<file path="src/rtl/mem_arbiter.sv">
// Round-robin arbiter sharing one 8-bit external memory bus between the CPU and loader ports.
// Each transfer runs a fixed-latency IDLE/SETUP/ACCESS/DONE sequence; ldr_lock grants the loader exclusively.
module mem_arbiter #(
  parameter int unsigned ADDR_W      = 8,
  parameter int unsigned WAIT_CYCLES = 1
) (
  input  logic              clk,
  input  logic              rst,
  input  logic              cpu_req,
  input  logic              cpu_we,
  input  logic [ADDR_W-1:0] cpu_addr,
  input  logic [7:0]        cpu_wdata,
  output logic              cpu_ack,
  output logic [7:0]        cpu_rdata,
  input  logic              ldr_req,
  input  logic              ldr_we,
  input  logic [ADDR_W-1:0] ldr_addr,
  input  logic [7:0]        ldr_wdata,
  output logic              ldr_ack,
  output logic [7:0]        ldr_rdata,
  input  logic              ldr_lock,
  output logic              mem_cs,
  output logic              mem_rw,
  output logic [ADDR_W-1:0] mem_addr,
  output logic [7:0]        mem_wdata,
  output logic              mem_drive,
  input  logic [7:0]        mem_rdata,
  output logic              busy,
  output logic              owner
);

  typedef enum logic [1:0] {StIdle, StSetup, StAccess, StDone} state_e;

  localparam logic [3:0] WaitInit = 4'(WAIT_CYCLES);

  state_e            state_q, state_d;
  logic [3:0]        wcnt_q, wcnt_d;
  logic              last_q, last_d;
  logic              owner_q, owner_d;
  logic              we_q, we_d;
  logic [ADDR_W-1:0] addr_q, addr_d;
  logic [7:0]        wdata_q, wdata_d;
  logic [7:0]        cpu_rdata_q, cpu_rdata_d;
  logic [7:0]        ldr_rdata_q, ldr_rdata_d;
  logic              grant_any, grant_ldr;

  // On a tie the port not served last wins; last_q resets to loader so the CPU wins first.
  always_comb begin
    grant_any = 1'b0;
    grant_ldr = 1'b0;
    if (ldr_lock) begin
      grant_any = ldr_req;
      grant_ldr = 1'b1;
    end else if (cpu_req && ldr_req) begin
      grant_any = 1'b1;
      grant_ldr = ~last_q;
    end else if (cpu_req) begin
      grant_any = 1'b1;
    end else if (ldr_req) begin
      grant_any = 1'b1;
      grant_ldr = 1'b1;
    end
  end

  always_comb begin
    state_d     = state_q;
    wcnt_d      = wcnt_q;
    last_d      = last_q;
    owner_d     = owner_q;
    we_d        = we_q;
    addr_d      = addr_q;
    wdata_d     = wdata_q;
    cpu_rdata_d = cpu_rdata_q;
    ldr_rdata_d = ldr_rdata_q;
    unique case (state_q)
      StIdle: begin
        if (grant_any) begin
          owner_d = grant_ldr;
          we_d    = grant_ldr ? ldr_we    : cpu_we;
          addr_d  = grant_ldr ? ldr_addr  : cpu_addr;
          wdata_d = grant_ldr ? ldr_wdata : cpu_wdata;
          state_d = StSetup;
        end
      end
      StSetup: begin
        wcnt_d  = WaitInit;
        state_d = StAccess;
      end
      StAccess: begin
        if (wcnt_q != 4'd0) begin
          wcnt_d = wcnt_q - 4'd1;
        end else begin
          if (!we_q) begin
            if (owner_q) ldr_rdata_d = mem_rdata;
            else         cpu_rdata_d = mem_rdata;
          end
          last_d  = owner_q;
          state_d = StDone;
        end
      end
      StDone: begin
        state_d = StIdle;
      end
      default: state_d = StIdle;
    endcase
  end

  always_ff @(posedge clk or posedge rst) begin
    if (rst) begin
      state_q     <= StIdle;
      wcnt_q      <= 4'd0;
      last_q      <= 1'b1;
      owner_q     <= 1'b0;
      we_q        <= 1'b0;
      addr_q      <= '0;
      wdata_q     <= 8'd0;
      cpu_rdata_q <= 8'd0;
      ldr_rdata_q <= 8'd0;
    end else begin
      state_q     <= state_d;
      wcnt_q      <= wcnt_d;
      last_q      <= last_d;
      owner_q     <= owner_d;
      we_q        <= we_d;
      addr_q      <= addr_d;
      wdata_q     <= wdata_d;
      cpu_rdata_q <= cpu_rdata_d;
      ldr_rdata_q <= ldr_rdata_d;
    end
  end

  // Bus outputs decode from state and latched registers only, so reset drops them at once.
  assign mem_cs    = (state_q == StSetup) || (state_q == StAccess);
  assign mem_rw    = mem_cs & we_q;
  assign mem_drive = mem_cs & we_q;
  assign mem_addr  = addr_q;
  assign mem_wdata = wdata_q;
  assign busy      = (state_q != StIdle);
  assign owner     = owner_q;
  assign cpu_ack   = (state_q == StDone) && !owner_q;
  assign ldr_ack   = (state_q == StDone) && owner_q;
  assign cpu_rdata = cpu_rdata_q;
  assign ldr_rdata = ldr_rdata_q;

endmodule

</file>
<file path="config.mk">
export PLATFORM = sky130hd
export DESIGN_NAME = mem_arbiter
export DESIGN_NICKNAME = d
export VERILOG_FILES = /design/src/rtl/mem_arbiter.sv
export SDC_FILE = /design/constraint.sdc
export NUM_CORES = 1
export LEC_CHECK = 0
export ABC_AREA = 1
export CORE_ASPECT_RATIO = 0.75
export CORE_MARGIN = 3
export CORE_UTILIZATION = 50
export CTS_BUF_LIST = sky130_fd_sc_hd__clkbuf_2 sky130_fd_sc_hd__clkbuf_4 sky130_fd_sc_hd__clkbuf_8
export CTS_CLUSTER_DIAMETER = 40
export DETAILED_ROUTE_END_ITERATION = 12
export DONT_BUFFER_PORTS = 1
export SYNTH_ARGS = -nofsm -noshare
export SYNTH_HDL_FRONTEND = slang
export SYNTH_SLANG_ARGS = --single-unit
</file>
<file path="constraint.sdc">
create_clock -name clk -period 2.1 [get_ports clk]
set_clock_uncertainty 0.15 [all_clocks]
set_input_delay 0.315 -clock clk [delete_from_list [all_inputs] [get_ports clk]]
set_output_delay 0.315 -clock clk [all_outputs]
set_load 0.005 [all_outputs]
</file>
==> reports/results.ini <==
[cells_and_area]
final_nets = 328
final_layout_size_suffix_gt1_share_pct = 10.1
final_cells = 328
diodes = 0
fillCellCount = 340
syn2layout_area_growth_pct = 11.0

[timing]
timing.setup.tns_ns = 0
worst_pin_slew_ns = 0.508
hold_viol = 0
rsz0062_at_grt = false
period_minus_slack_ns = 1.81
fin_crit_sh_pct = 86.2
setup_violations = 0
fmax_ghz = 0.552
slew_violations = 0
slew_headroom_pct = 65.8

[critical_path]
critPathKind = register to output port
end_kind = output port
cp.required_ns = 1.63
crit_fanout = 4
arrival_ns = 1.35
critical_path.startpoint_type = register

[synthesis]
yosys_warnings = 0
avgSynthCellArea_um2 = 7.91
synth.largest_area_cell = dfrtp_1
synth-seq-cells = 41
synth_edf_count = 0
syn_inst = 264
synth_nets = 317
syn_area_mm2 = 0.00209
synth_flop_cell = dfrtp_1
yosysTopAreaCellShare_pct = 47.9
synth_most_common_cell = nand2_1
synth.distinct_cells = 25
synthTopCellsByCount = 129 x nand2_1, 40 x dfrtp_1, 29 x nand3_1, 13 x inv_1, 8 x nand4_1
seq_area_frac_synth_pct = 49.2
synthArstFlopShare_pct = 100
synth_area_leaders = dfrtp_1 48%, nand2_1 23%, nand3_1 7.0%

[pwr]
ir_worst_vdd_v = 0.000868
switchingPower_mw = 1.32
clkPwrFrac_pct = 20.1
intPower_mw = 1.96
sw_frac_of_total_pct = 40.2
p_leak_nw = 1.24
cellPowerDensity_mw_per_mm2 = 1410
seqPwrFrac_pct = 45.5
p_comb_share_pct = 34.4

[cts]
tritoncts = yes
clockRootBuffer = clkbuf_8
clockBufferDepth = 2
cts_setup_buffers = 0
ctsResizeCount = 0
clock_sinks = 41
worstSkewPairLatency_ns = 0.29
cts.clk_slew.worst_paths_ns = 0.08
h-tree-depth = 2
postCtsHoldBufs = 5
cts_buffers = 5

[die]
die_h_um = 62.0
io_pins = 86
coreArea_mm2 = 0.00383
die_x_um = 80.6
die-area_mm2 = 0.00500
initial_core_util_pct = 54.6
rows = 19

[placement]
place.gp.congestion = 0.863
portBuffers = 0
dp_cells = 313
hpwl_um = 3250

[drt]
dr.first_iter.drc_count = 47
via_per_inst = 5.09
wl_um = 4540
dr_total_vias = 1671
wl_per_cell_um = 13.8
dr.pass1.iters = 4
drc_errors = 0
antenna_left = 0

[global_routing]
grt_pass1_vias = 1496
antenna_found_initial = 0
grt_pass1_wl_um = 6970
grt_use_total_pct = 18.8
overflow = 0
grt_max_degree = 42

[worst_hold_path]
hp-class = primary input to register

[job]
maxCapViolCount = 0

[status]
status = finished, final reports clean

==> power by group through the flow <==
stage	clock, mW	combinational (mW)	sequential, mW
2_1_floorplan	0	0.935	1.43
3_3_place_gp	0	1.11	1.51
3_5_place_dp	0	1.13	1.51
4_1_cts	0.682	1.14	1.50
5_1_grt	0.723	1.34	1.55
6_report	0.658	1.13	1.49
==> metal layers <==
| metal | track usage (%) | wire length, um | up-vias |
|---|---|---|---|
| met3 | 8.36 | 479 | 7 |
| li1 | - | - | 857 |
| met5 | 0 | 0 | - |
| met4 | 8.67 | 71 | 0 |
| met1 | 24.9 | 2140 | 744 |
| met2 | 26.7 | 1850 | 63 |
==> final cells by class <==
| cell class | count | area, um2 | area share [%] |
|---|---|---|---|
| Sequential cell | 41 | 1030 | 44.3 |
| Multi-Input combinational cell | 197 | 928 | 40.0 |
| Timing Repair Buffer | 12 | 108 | 4.64 |
| Clock buffer | 6 | 82.6 | 3.56 |
| Inverter | 18 | 70.1 | 3.02 |
| Tap cell | 52 | 65.1 | 2.81 |
| Clock inverter | 2 | 37.5 | 1.62 |
==> cells by family after synthesis <==
group	after synthesis	synth area share, %
AND/OR/NAND/NOR	182	37.9
flip-flops	41	49.2
buffers and inverters	26	6.35
AO/OA/AOI/OAI	8	2.58
adder cells (fa/ha/maj)	6	3.59
XOR/XNOR	1	0.419
==> per-stage QoR <==
step	cell area, um2	power [mW]	hold slack (ns)	setup WS, ns	utilization, %
CTS	2300	3.32	0.000480	0.254	60.1
floorplan	2090	2.37	0.305	0.576	-
global route	2320	3.60	0.00155	0.129	60.6
detailed placement	2130	2.64	0.212	0.389	55.6
finish	2320	3.27	0.0100	0.289	60.6
global placement	2130	2.62	0.209	0.452	55.6
==> worst max-delay path, cell delays in order, from the launching register on <==
cell	delay [ns]
dfrtp_1	0.40
inv_1	0.10
ha_1	0.36
nand2_1	0.07
inv_1	0.14
==> registers in the layout, summed over array words and instances, names as in the netlist <==
name / count
cpu_rdata: 8
last_q: 1
ldr_rdata: 8
mem_addr: 8
mem_wdata: 8
owner: 1
state_q: 2
wcnt_q: 4
we_q: 1
==> layout by cell type, fill, tap and decap left out, types with 2 or more instances in the layout <==
cell type	n
o21ai_0	6
nor2_2	2
inv_1	12
clkbuf_8	6
dlygate4sd3_1	7
ha_1	6
dfrtp_1	40
nand3b_1	3
nand2_1	129
nand4_1	8
inv_2	3
nand3_2	3
buf_4	5
nand3_1	29
nand2_2	3
clkinv_1	2
nor2_1	3
==> worst paths after layout <==
| kind | from | endpoint | slack [ns] | cells past startpoint |
|---|---|---|---|---|
| worst max-delay path | state_q[1] | mem_rw | 0.29 | 4 |
| worst min-delay path | mem_rdata[6] | cpu_rdata[6] | 0.01 | 2 |
| worst max register to register | state_q[0] | ldr_rdata[4] | 0.41 | 7 |
| worst min register to register | wcnt_q[0] | wcnt_q[0] | 0.34 | 1 |
| max in group asynchronous | rst | wcnt_q[3] | 0.99 | 3 |
| min in group asynchronous | rst | mem_addr[5] | 0.44 | 3 |
No activity file was read; power rests on OpenSTA's default activity.
